File: config.mk
export PLATFORM = sky130hd
export DESIGN_NAME = spi_reg_bank
export DESIGN_NICKNAME = d
export VERILOG_FILES = /design/src/rtl/spi_reg_pkg.sv /design/src/rtl/spi_slave_sync.sv /design/src/rtl/spi_reg_bank.sv
export SDC_FILE = /design/constraint.sdc
export NUM_CORES = 1
export LEC_CHECK = 0
export CAP_MARGIN = 30
export CELL_PAD_IN_SITES_DETAIL_PLACEMENT = 0
export CELL_PAD_IN_SITES_GLOBAL_PLACEMENT = 1
export CORE_ASPECT_RATIO = 1.2
export CORE_MARGIN = 5
export CORE_UTILIZATION = 37
export CTS_BUF_LIST = sky130_fd_sc_hd__clkbuf_4 sky130_fd_sc_hd__clkbuf_8
export DETAILED_ROUTE_END_ITERATION = 8
export PLACE_DENSITY_LB_ADDON = 0.1
export SLEW_MARGIN = 20
export SYNTH_ARGS = -nofsm -noshare
export SYNTH_HDL_FRONTEND = slang
export SYNTH_SLANG_ARGS = --single-unit
File: constraint.sdc
create_clock -name clk -period 16.25 [get_ports clk]
set_input_delay 4.0625 -clock clk [delete_from_list [all_inputs] [get_ports clk]]
set_output_delay 4.0625 -clock clk [all_outputs]
set_load 0.005 [all_outputs]
File: src/rtl/spi_reg_pkg.sv
// Shared constants and FSM encoding for the SPI configuration register bank.
package spi_reg_pkg;

    localparam int unsigned CMD_RD     = 7;
    localparam int unsigned SYNC_DEPTH = 2;

    typedef enum logic [1:0] {
        ST_IDLE = 2'd0,
        ST_CMD  = 2'd1,
        ST_DATA = 2'd2,
        ST_DONE = 2'd3
    } state_t;

endpackage

File: src/rtl/spi_slave_sync.sv
// Synchronises the SPI pins into clk and derives sck/cs edge pulses
// (the _c edge outputs are combinational from the synchronised stages).
module spi_slave_sync
    import spi_reg_pkg::*;
(
    input  logic clk,
    input  logic rst,
    input  logic sck,
    input  logic cs,
    input  logic si,
    output logic si_s,
    output logic sck_rise_c,
    output logic sck_fall_c,
    output logic cs_fall_c,
    output logic cs_rise_c
);

    logic [SYNC_DEPTH-1:0] sck_ff;
    logic [SYNC_DEPTH-1:0] cs_ff;
    logic [SYNC_DEPTH-1:0] si_ff;
    logic                  sck_q;
    logic                  cs_q;

    // cs resets as "selected" so a frame already in flight at reset release
    // never produces a cs fall; only a fresh deselect/select starts a frame.
    always_ff @(posedge clk or posedge rst) begin
        if (rst) begin
            sck_ff <= '0;
            cs_ff  <= '0;
            si_ff  <= '0;
            sck_q  <= 1'b0;
            cs_q   <= 1'b0;
        end else begin
            sck_ff <= {sck_ff[SYNC_DEPTH-2:0], sck};
            cs_ff  <= {cs_ff[SYNC_DEPTH-2:0], cs};
            si_ff  <= {si_ff[SYNC_DEPTH-2:0], si};
            sck_q  <= sck_ff[SYNC_DEPTH-1];
            cs_q   <= cs_ff[SYNC_DEPTH-1];
        end
    end

    assign si_s       = si_ff[SYNC_DEPTH-1];
    assign sck_rise_c =  sck_ff[SYNC_DEPTH-1] & ~sck_q;
    assign sck_fall_c = ~sck_ff[SYNC_DEPTH-1] &  sck_q;
    assign cs_fall_c  = ~cs_ff[SYNC_DEPTH-1]  &  cs_q;
    assign cs_rise_c  =  cs_ff[SYNC_DEPTH-1]  & ~cs_q;

endmodule

File: src/rtl/spi_reg_bank.sv
// SPI mode-0 slave exposing NREGS x DATA_W configuration registers.
// Optional burst mode (address auto-increment) with macro SPI_AUTOINC_EN.
module spi_reg_bank
    import spi_reg_pkg::*;
#(
    parameter int unsigned       NREGS     = 16,
    parameter int unsigned       ADDR_W    = 7,
    parameter int unsigned       DATA_W    = 16,
    parameter logic [DATA_W-1:0] RESET_VAL = '0
) (
    input  logic                    clk,
    input  logic                    rst,
    input  logic                    spi_sck,
    input  logic                    spi_cs,
    input  logic                    spi_si,
    output logic                    spi_so,
    output logic [NREGS*DATA_W-1:0] reg_q,
    output logic [NREGS-1:0]        reg_wr,
    output logic                    frame_err
);

    localparam int unsigned      CNT_W     = $clog2(DATA_W + 1);
    localparam logic [CNT_W-1:0] CMD_LAST  = CNT_W'(7);
    localparam logic [CNT_W-1:0] DATA_LAST = CNT_W'(DATA_W - 1);

    logic              si_s;
    logic              sck_rise;
    logic              sck_fall;
    logic              cs_fall;
    logic              cs_rise;

    state_t            state_q;
    state_t            state_d;
    logic [CNT_W-1:0]  bit_cnt;
    logic [DATA_W-1:0] shreg;
    logic [DATA_W-1:0] shift_in;
    logic [ADDR_W-1:0] addr_q;
    logic              rd_q;
    logic              addr_ok;
    logic [7:0]        cmd_byte;
    logic              cmd_done;
    logic              word_done;
    logic              abort;
    logic [ADDR_W-1:0] look_addr;
    logic [DATA_W-1:0] look_word;

    spi_slave_sync u_sync (
        .clk        (clk),
        .rst        (rst),
        .sck        (spi_sck),
        .cs         (spi_cs),
        .si         (spi_si),
        .si_s       (si_s),
        .sck_rise_c (sck_rise),
        .sck_fall_c (sck_fall),
        .cs_fall_c  (cs_fall),
        .cs_rise_c  (cs_rise)
    );

    assign shift_in = {shreg[DATA_W-2:0], si_s};
    assign cmd_byte = {shreg[6:0], si_s};
    assign addr_ok  = 32'(addr_q) < NREGS;

    // A completing bit wins over a simultaneous cs rise: the word lands, no error.
    always_comb begin
        state_d   = state_q;
        cmd_done  = 1'b0;
        word_done = 1'b0;
        abort     = 1'b0;
        case (state_q)
            ST_IDLE: begin
                if (cs_fall) state_d = ST_CMD;
            end
            ST_CMD: begin
                if (sck_rise && bit_cnt == CMD_LAST) begin
                    cmd_done = 1'b1;
                    state_d  = ST_DATA;
                end
            end
            ST_DATA: begin
                if (sck_rise && bit_cnt == DATA_LAST) begin
                    word_done = 1'b1;
                    state_d   = ST_DONE;
                end
            end
            ST_DONE: begin
`ifdef SPI_AUTOINC_EN
                state_d = ST_DATA;
`endif
            end
            default: state_d = ST_IDLE;
        endcase
        if (cs_rise) begin
            abort   = (state_q == ST_CMD || state_q == ST_DATA) && (bit_cnt != '0)
                      && !cmd_done && !word_done;
            state_d = ST_IDLE;
        end
    end

    // Snapshot source for the next read word; out-of-range addresses read zero.
    always_comb begin
`ifdef SPI_AUTOINC_EN
        look_addr = (state_q == ST_DONE) ? addr_q + ADDR_W'(1) : cmd_byte[ADDR_W-1:0];
`else
        look_addr = cmd_byte[ADDR_W-1:0];
`endif
        look_word = '0;
        for (int unsigned i = 0; i < NREGS; i++) begin
            if (look_addr == ADDR_W'(i)) look_word = reg_q[i*DATA_W +: DATA_W];
        end
    end

    always_ff @(posedge clk or posedge rst) begin
        if (rst) state_q <= ST_IDLE;
        else     state_q <= state_d;
    end

    always_ff @(posedge clk or posedge rst) begin
        if (rst) begin
            bit_cnt   <= '0;
            shreg     <= '0;
            addr_q    <= '0;
            rd_q      <= 1'b0;
            spi_so    <= 1'b0;
            reg_wr    <= '0;
            frame_err <= 1'b0;
            reg_q     <= {NREGS{RESET_VAL}};
        end else begin
            reg_wr    <= '0;
            frame_err <= abort | (word_done & ~rd_q & ~addr_ok);

            if (state_d != state_q || !(state_q == ST_CMD || state_q == ST_DATA)) bit_cnt <= '0;
            else if (sck_rise)                                                   bit_cnt <= bit_cnt + CNT_W'(1);

            if (cmd_done) begin
                rd_q   <= cmd_byte[CMD_RD];
                addr_q <= cmd_byte[ADDR_W-1:0];
                shreg  <= look_word;
            end else if (state_q == ST_DONE && state_d == ST_DATA) begin
                addr_q <= addr_q + ADDR_W'(1);
                shreg  <= look_word;
            end else if (sck_rise && (state_q == ST_CMD || state_q == ST_DATA)) begin
                shreg  <= shift_in;
            end

            if (word_done && !rd_q) begin
                for (int unsigned i = 0; i < NREGS; i++) begin
                    if (addr_q == ADDR_W'(i)) begin
                        reg_q[i*DATA_W +: DATA_W] <= shift_in;
                        reg_wr[i]                 <= 1'b1;
                    end
                end
            end

            // MISO only carries read data; everywhere else it idles low.
            if (state_q == ST_DATA && rd_q) begin
                if (sck_fall) spi_so <= shreg[DATA_W-1];
            end else begin
                spi_so <= 1'b0;
            end
        end
    end

endmodule

* Word-level counts from Yosys, hierarchy flattened
Cells that the tools add are included.
** Storage, ports and cells
- Output and inout port bits :: 274
- Input port bits :: 5
- Register bits :: 313
** Operators by class
- Bitwise logic cells :: 13
- Eq/ne operators :: 38
- Magnitude comparators :: 1
- Reduce and logical (&&, ||, !) cells :: 38
- Multiplexer cells :: 52
- Add/sub/neg operators :: 2
** Operator list (number)
- two-way mux 16 bit :: 20
- equality test 7 x 4 -> 1 bit (second input constant) :: 16
- equality test 7 x 3 -> 1 bit (second input constant) :: 8
- AND reduction 2 bit :: 16
- equality test 7 x 2 -> 1 bit (second input constant) :: 4
- two-way mux 1 bit :: 23
- equality test 7 x 1 -> 1 bit (second input constant) :: 2
- logical NOT 7 bit :: 2
- two-way mux 7 bit :: 2
- two-way mux 5 bit :: 2
- logical AND 1 bit :: 9
- two-way mux 2 bit :: 4
- adder 7 x 1 -> 7 bit (second input constant) :: 1
- less-than comparator 7 x 5 -> 1 bit (second input constant) :: 1
- AND 1 bit :: 6
- equality test 2 bit (second input constant) :: 3
- inverter 1 bit :: 6
- one-hot mux 2 bit (3 select lines) :: 1
- adder 5 x 1 -> 5 bit (second input constant) :: 1
- equality test 5 x 3 -> 1 bit (second input constant) :: 1
- equality test 5 x 4 -> 1 bit (second input constant) :: 1
- nonzero test 5 bit :: 1
- logical NOT 1 bit :: 4
- nonzero test 2 bit :: 2
- other kinds (7) :: 8

* Depth between registers and ports, before layout
Gate-level depths: netlist of the first run.
- Depth after elaboration :: 19
- Depth in mapped cells :: 11
- Gate-level depth less buffers :: 9

* Modules after synthesis
Synthesis of the first run repeated with hierarchy kept, for this count alone.
** Second synthesis, totals
- Cells, all modules :: 1192
- Area, all modules :: 14819.2 µm²
** By module, submodules not included
- spi_reg_bank :: cells each 1179, times used 1, seq. area each 7632.3 µm², area each 14580.2 µm²
- spi_slave_sync :: cells each 13, times used 1, seq. area each 200.2 µm², area each 239.0 µm²

* Worst setup path before layout of the first run
OpenSTA, ideal clock, no wires.
- Path kind :: flip-flop to output port
- Start :: register reg_q[36]
- End :: output reg_q[36]
- Data arrival time :: 0.383 ns
- Stages on the path, launching flop included :: 1
- Setup slack :: 11.805 ns
- Cells stage by stage :: dfrtp_1
** RTL lines
- start, declared :: RTL line spi_reg_bank.sv:17 : output logic [NREGS*DATA_W-1:0] reg_q,
- start signal, assigned :: RTL line spi_reg_bank.sv:127 : reg_q <= {NREGS{RESET_VAL}};
- start signal, assigned by index :: RTL line spi_reg_bank.sv:149 : reg_q[i*DATA_W +: DATA_W] <= shift_in;
No word-level cell between the ends.

==> impl_metrics.ini, run 1 <==
[placement]
dp.cells = 2272
io_buffers = 278
dpl.hpwl_mm = 45.1
place_congestion = 0.933
place_ws_ns = 9.30

[route]
wire_per_inst_um = 27.6
ant_nets = 0
drt_iter0_drc = 1287
wl_mm = 65.1
drtPass1Iterations = 6
vias = 13400
route.met2.wl_mm = 29.7
met3WireLength_mm = 4.95
drc = 0
vias_per_cell = 5.66
top_layer_used = met4
drt-met1-wl_mm = 27.9

[sta]
setup_viol = 0
max_freq_mhz = 173
slew_headroom = 0.302
setup_ws_ns = 10.47
fin_crit_sh = 0.356
timing.setup.tns_ns = 0
rsz0062_at_grt = false
fin_crit_ns = 5.78
worst_pin_slew_ns = 1.04
hold_viol_final = 0
finalMaxSlewViolations = 0
skew_ns = 0.0306

[synthesis]
synth_common_cells = nand2_1, dfrtp_1, mux2_2
synth_top_area_frac = 0.518
yosysUniqueCellTypes = 78
ys_warn_count = 0
ys_ff_latch = 313
synth.most_common_cell = nand2_1
ys_async_sr_fraction = 1.00
synth_nets = 1561
syn_inst = 1543
synth.area.top_cells = dfrtp_1, nand2_1, mux2_2
yosysTopAreaCell = dfrtp_1
syn_area_per_cell_um2 = 9.79
syn_area_um2 = 15100
yosysSeqAreaShare = 0.518
synthFlopType = dfrtp_1
synth_edf_count = 0

[global_route]
grt_max_degree = 125
antenna_found_initial = 0
grt_pass1_wl_mm = 94.3
grt_use_total = 0.279
grt_remaining_overflow = 0
grt_pass1_vias = 13200

[setup_path]
start_kind = input pin
timing.rr.end = reg_q[62]
critPathKind = in -> async
critical_path_required_ns = 17.02
r2r_start = bit_cnt[0]
crit_family = buffers and inverters
crit_slowest_cell = buf_4
worst-path-buf-inv = 5
crit_fanout = 124
end_kind = async pin
crit_path_frequent_cell = buf_4
rrSetupSlack_ns = 12.19
cp_cell_sequence = clkdlybuf4s50_1, inv_8, buf_4, buf_4, buf_16
critPathArrivalTime_ns = 6.55
ff2ff_path_depth = 9
crit_path_max_incr_delay_ns = 0.68

[pwr]
internal_power_mw = 1.39
pwr_density_cell_nw_per_um2 = 115
comb_power_share = 0.306
switching_share = 0.383
leakagePower_nw = 9.17
peakVddDrop_mv = 0.0666
pwr-share-clk = 0.327
seqPwrFrac = 0.367
power_mw = 2.25
p_sw_mw = 0.864

[outcome]
outcome = complete, no violations

[clock_tree]
cts_max_level = 2
holdBufCountCts = 0
cts_resized = 0
clk_path_buf_depth = 3
clk_pin_slew_ns = 0.06
cts_made_buffers = 51
cts_sinks = 313
root_buffer = clkbuf_8
cts_tree = built
post_cts_buffers = 0
clk_latency_ns = 0.62

[die]
initial_utilization = 0.373
fp.dieH_um = 231
io_pins = 279
fp.dieArea_um2 = 45000
fp.dieW_um = 194
rows = 81
core_um2 = 40500

[min_path]
hold_end = u_sync.si_ff[1]
hp-class = reg -> reg
min-delay-start = u_sync.si_ff[0]
holdPathStages = 0

[layout]
fillerInstances = 3819
synthToLayoutAreaGrowth_pct = 29.5
antenna_cells = 0
utilization = 0.483
drive_gt1_frac = 0.158
seqCellArea_um2 = 7840
instances_no_fill = 2363
multi_input_area_um2 = 6660
nets = 1810

[job]
cap_violations = 0
==> state kept, by name, summed over array words and instances (netlist names) <==
| register | count |
|---|---|
| u_sync.cs_q | 1 |
| u_sync.sck_ff | 2 |
| state_q | 2 |
| u_sync.si_ff | 2 |
| addr_q | 7 |
| reg_wr | 16 |
| u_sync.cs_ff | 2 |
| spi_so | 1 |
| rd_q | 1 |
| frame_err | 1 |
| shreg | 16 |
| bit_cnt | 5 |
| reg_q | 256 |
| u_sync.sck_q | 1 |
==> cells by family (layout without fill, tap and decap cells) <==
group,Yosys count,count (layout),synth area share
buffers and inverters,155,436,0.0421
AND/OR/NAND/NOR,599,599,0.171
XOR/XNOR,5,5,0.00290
AO/OA/AOI/OAI,279,279,0.123
adder cells (fa/ha/maj),13,13,0.0108
multiplexers,179,179,0.132
flip-flops,313,313,0.518
==> how the worst max path moves through the flow <==
stage	from	slack, ns	cells past startpoint	endpoint
5_1_grt	rst	10.10	5	reg_wr[12]
2_1_floorplan	rst	3.53	1	addr_q[0]
4_1_cts	rst	9.96	4	reg_wr[12]
6_report	rst	10.47	5	reg_wr[12]
3_3_place_gp	rst	9.34	4	reg_q[10]
3_5_place_dp	rst	9.30	4	reg_q[10]
==> power by group through the flow <==
stage | sequential, mW | combinational, mW | clock [mW]
floorplan | 0.810 | 0.417 | 0
global placement | 0.840 | 0.659 | 0
detailed placement | 0.839 | 0.662 | 0
CTS | 0.825 | 0.665 | 0.751
global route | 0.827 | 0.710 | 0.777
finish | 0.827 | 0.690 | 0.737
==> per-layer routing <==
layer | up-vias | track usage
met5 | - | 0
met4 | 0 | 0.102
met3 | 147 | 0.0551
met2 | 663 | 0.435
met1 | 6722 | 0.389
li1 | 5839 | -
==> through the flow <==
step	cell area (um^2)	hold WS (ns)
after floorplan	15100	0.331
after global placement	18300	0.337
after detailed placement	18400	0.337
after CTS	19400	0.352
after global routing	19600	0.371
final	19600	0.353
==> layout by cell type (no fill, tap or decap), types with 16 or more instances in the layout <==
master	n
clkbuf_8	63
nand2_1	400
buf_4	32
o22ai_1	17
clkdlybuf4s50_1	278
a31oi_1	16
clkbuf_4	16
mux2_2	130
mux2i_1	46
nand3_1	28
a21oi_1	48
o21ai_0	79
inv_1	28
dfrtp_1	310
nor2_1	68
==> layout make-up <==
class                      instances  area share
clock buffer                      79      0.0504
clock inverter                     6     0.00409
inverter                          31     0.00633
multi-input combinational       1075       0.340
sequential                       313       0.401
tap                              539      0.0345
timing repair buffer             320       0.164
==> worst register-to-register path, cell delays in order (launching register included) <==
cell,delay [ns]
dfrtp_1,0.41
ha_1,0.22
and3_1,0.17
ha_1,0.16
nand4b_1,0.21
nor2_1,0.76
nand3_1,0.99
inv_1,0.88
nand2_1,0.11
nand2_1,0.10
Note: power is estimated with default switching activity, not from simulation.
==> inputs of run 2 (changes only) <==
- clock period: 16.25 -> 5.55 ns (I/O delays scaled with it)
==> run 2 against run 1 <==
Against the previous run: largest cell class unchanged; first-iteration DRC count shrank 3.2%; critical path type is now reg -> reg; count of clock-buffer cells in the layout grew 8; sequential power grew to 3.0 times the previous value; highest routed layer unchanged; die area is the same; setup slack lost 8.1 ns; flip-flop and latch count is the same; via count grew 1.8%; sequential share of layout area shrank 0.54 points.
==> impl_metrics.ini, run 2 (synthesis results as in run 1) <==
[outcome]
outcome = complete, no violations

[clock_tree]
post_cts_buffers = 0
clk_path_buf_depth = 3
clk_pin_slew_ns = 0.07
cts_tree = built
cts_resized = 0
holdBufCountCts = 0
root_buffer = clkbuf_8
cts_sinks = 313
cts_made_buffers = 54
cts_max_level = 2
clk_latency_ns = 0.64

[placement]
placed_area_um2 = 18500
dpl.hpwl_mm = 47.7
place_congestion = 0.973
io_buffers = 278
dp.cells = 2279

[layout]
largest_register = reg_q
multi_input_area_um2 = 6660
drive_gt1_frac = 0.168
layout_commonest_cell = nand2_1
synthToLayoutAreaGrowth_pct = 31.2
layout_common_cells = nand2_1, dfrtp_1, clkdlybuf4s50_1
nets = 1817
instances_no_fill = 2383
seqCellArea_um2 = 7840
reg_top3 = reg_q (256), reg_wr (16), shreg (16)
largest_register_ffs = 256
fillerInstances = 3805
fin_area_um2 = 19800
antenna_cells = 0

[setup_path]
timing.rr.end = shreg[13]
start_kind = flip-flop
critical_path_required_ns = 6.07
r2r_start = shreg[2]
critPathArrivalTime_ns = 3.75
critPathKind = reg -> reg
ff2ff_path_depth = 7
end_kind = flip-flop
critPathLaunch = shreg[2]
crit_fanout = 22
rrSetupSlack_ns = 2.32

[sta]
fin_crit_sh = 0.582
skew_ns = 0.0355
holdWs_ns = 0.346
setup_viol = 0
max_freq_mhz = 310
finalMaxSlewViolations = 0
worst_pin_slew_ns = 1.10
fin_crit_ns = 3.23
timing.setup.tns_ns = 0
slew_headroom = 0.249
rsz0062_at_grt = false
hold_viol_final = 0

[pwr]
pwr_density_cell_nw_per_um2 = 342
leakagePower_nw = 9.30
peakVddDrop_mv = 0.185

[die]
fp.dieW_um = 194
initial_utilization = 0.373
core_um2 = 40500
fp.dieH_um = 231
fp.dieArea_um2 = 45000
io_pins = 279
rows = 81

[global_route]
antenna_found_initial = 0
grt_pass1_vias = 13800
grt_max_degree = 115
grt_pass1_wl_mm = 98.5
grt_remaining_overflow = 0
grt_use_total = 0.292

[route]
drc = 0
drtPass1Iterations = 5
wire_per_inst_um = 28.3
drt_iter0_drc = 1246
vias = 13600
wl_mm = 67.4
vias_per_cell = 5.71
ant_nets = 0

[min_path]
hp-class = reg -> reg
hold_end = u_sync.sck_ff[1]
holdPathStages = 0
min-delay-start = u_sync.sck_ff[0]

[job]
cap_violations = 0
## run 2: changes by cell type in the layout (fill, tap and decap cells not counted), sizes merged
cell,delta
buf,+4
bufinv,+1
clkbuf,+8
clkinv,+5
clkinvlp,+2
## run 2: layer usage
| layer | routed length [um] | track usage | vias to the layer above |
|---|---|---|---|
| li1 | - | - | 5891 |
| met1 | 28500 | 0.399 | 6797 |
| met2 | 30900 | 0.461 | 750 |
| met3 | 5140 | 0.0592 | 177 |
| met4 | 2900 | 0.110 | 0 |
| met5 | 0 | 0 | - |
## run 2: area by class of cell
class	instances	area share
Clock inverter	14	0.00776
Tap cell	539	0.0340
Clock buffer	87	0.0566
Multi-Input combinational cell	1075	0.336
Inverter	31	0.00606
Timing Repair Buffer	324	0.165
Sequential cell	313	0.395
## run 2: critical path, cell delays in order, from the launching register on
cell and delay [ns]:
dfrtp_1 0.61, buf_4 0.37, nor2b_1 0.67, nand2_1 0.35
o311a_1 0.36, o21ai_0 0.31, a31oi_1 0.15, o31a_1 0.30
## run 2: worst max-delay path by stage
stage | slack (ns) | depth (start not counted) | to
floorplan | -0.006 | 1 | addr_q[0]
global placement | 1.98 | 10 | reg_q[21]
detailed placement | 2.43 | 9 | shreg[2]
CTS | 2.37 | 1 | reg_q[226]
global route | 2.12 | 9 | shreg[2]
finish | 2.32 | 7 | shreg[13]
## run 2: power by group
| part | switching (mW) | internal, mW |
|---|---|---|
| clock network | 1.03 | 1.42 |
| logic | 1.30 | 0.566 |
| registers | 0.154 | 2.31 |
| total | 2.49 | 4.30 |
## run 2: per-stage QoR
| step | total power, mW | setup WS [ns] | util |
|---|---|---|---|
| final | 6.79 | 2.32 | 0.489 |
| after global placement | 4.28 | 1.98 | 0.455 |
| after CTS | 6.75 | 2.37 | 0.488 |
| after floorplan | 3.59 | -0.00639 | - |
| after detailed placement | 4.29 | 2.43 | 0.456 |
| after global routing | 7.01 | 2.12 | 0.489 |
==> inputs of run 3 (changes only) <==
- clock period: 5.55 -> 3.1 ns (I/O delays scaled with it)
==> run 3 against run 2 <==
Against the previous run: core utilization rose by 0.51 points; maximum frequency rose by 12%; critical path depth rose by 1; register-to-register slack got worse by 2.1 ns; worst hold slack improved by 0.0025 ns; final cell count rose by 1.8%; total power rose by 76%; non-clock buffer count rose by 57; global-route usage fell by 0.37 points; setup slack got worse by 2.1 ns; via count fell by 0.48%.
==> impl_metrics.ini, run 3 (synthesis results as in run 1) <==
[setup_path]
critPathArrivalTime_ns = 3.38
start_kind = flip-flop
critical_path_required_ns = 3.59
timing.rr.end = shreg[4]
crit_fanout = 17
r2r_start = shreg[2]
critPathKind = reg -> reg
rrSetupSlack_ns = 0.21
end_kind = flip-flop
ff2ff_path_depth = 8

[pwr]
peakVddDrop_mv = 0.294
pwr_density_cell_nw_per_um2 = 597
leakagePower_nw = 9.46
power_mw = 12.0

[layout]
reg_top3 = reg_q (256), reg_wr (16), shreg (16)
nets = 1873
drive_gt1_frac = 0.186
synthToLayoutAreaGrowth_pct = 32.6
largest_register = reg_q
layout_common_cells = nand2_1, dfrtp_1, clkdlybuf4s50_1
largest_register_ffs = 256
layout_commonest_cell = nand2_1

[die]
core_um2 = 40500
io_pins = 279
fp.dieW_um = 194
fp.dieArea_um2 = 45000
fp.dieH_um = 231
initial_utilization = 0.373
rows = 81

[global_route]
grt_pass1_wl_mm = 97.0
gr-usage-met1 = 0.399
grt_remaining_overflow = 0
grt_use_total = 0.288
grt_util_met3 = 0.0606
top_usage_layer = met2
grt_pass1_vias = 13800
grt_max_degree = 58
antenna_found_initial = 1
use_met2 = 0.452

[sta]
timing.setup.tns_ns = 0
worst_pin_slew_ns = 1.00
fin_crit_ns = 2.89
rsz0062_at_grt = false
hold_viol_final = 0
max_freq_mhz = 346
setup_viol = 0
fin_crit_sh = 0.934
finalMaxSlewViolations = 0
slew_headroom = 0.331
skew_ns = 0.0269

[clock_tree]
clk_path_buf_depth = 3
post_cts_buffers = 0
holdBufCountCts = 0
clk_pin_slew_ns = 0.06
cts_sinks = 313
cts_resized = 0
cts_tree = built
cts_made_buffers = 53
clk_latency_ns = 0.63
root_buffer = clkbuf_8
cts_max_level = 2

[min_path]
min-delay-start = u_sync.cs_ff[0]
hp-class = reg -> reg
hold_end = u_sync.cs_ff[1]
holdPathStages = 0

[route]
drc = 0
ant_nets = 0
wl_mm = 66.4
wire_per_inst_um = 27.3
drtPass1Iterations = 5
vias = 13500
drt_iter0_drc = 1164
vias_per_cell = 5.58

[placement]
place_congestion = 0.974
dpl.hpwl_mm = 49.1
io_buffers = 278

[outcome]
outcome = complete, no violations

[job]
cap_violations = 0
-- run 3: cell types whose count changed in the layout (fill, tap and decap cells not counted), moves of 2 or more --
cell | before | now
buf_16 | 3 | 1
clkbuf_8 | 75 | 58
buf_6 | 2 | 0
clkbuf_4 | 12 | 16
buf_12 | 5 | 10
buf_4 | 35 | 91
-- run 3: layout make-up --
type                    instances  area [um^2]
diodes                          1         2.50
clock buffers                  74          918
clock inverters                13          120
fillers                      3829        20500
inverters                      31          120
multi-input cells            1075         6660
flip-flops and latches        313         7840
well taps                     539          674
repair buffers                381         3710
-- run 3: how the worst max path moves through the flow --
stage / cells after the start / startpoint / end
6_report: 8 / shreg[2] / shreg[4]
4_1_cts: 8 / shreg[2] / shreg[4]
3_5_place_dp: 8 / shreg[2] / shreg[4]
2_1_floorplan: 1 / rst / addr_q[0]
5_1_grt: 8 / shreg[2] / shreg[4]
3_3_place_gp: 8 / shreg[2] / shreg[4]
-- run 3: per-stage QoR --
step                cell area (um^2)  instances  hold slack (ns)   util  worst slack, ns
finish                         20000       2427            0.349  0.494            0.206
global route                   20000       2426            0.368  0.494            0.110
CTS                            20000       2424            0.351  0.493            0.273
detailed placement             19000       2337            0.341  0.468            0.281
global placement               19000       2337            0.339  0.468            0.363
floorplan                      15100       1543            0.331      -            -1.84
-- run 3: critical path, stage by stage, from the launching register on --
cell	delay [ns]
dfrtp_1	0.82
buf_4	0.35
nand3b_1	0.16
nor2_1	0.05
buf_4	0.17
a221oi_1	0.65
a31oi_1	0.26
a21oi_1	0.21
o22ai_1	0.09
-- run 3: layer usage --
layer,vias to the layer above,wire length [um]
met5,-,0
met4,0,2310
met3,122,4910
met2,628,30400
met1,6825,28700
li1,5974,-
-- run 3: power breakdown --
group / leakage [nW] / internal [mW] / switching [mW] / total [mW]
Sequential: 4.34 / 4.14 / 0.268 / 4.40
Combinational: 4.56 / 1.26 / 2.52 / 3.78
Clock: 0.554 / 2.06 / 1.73 / 3.79
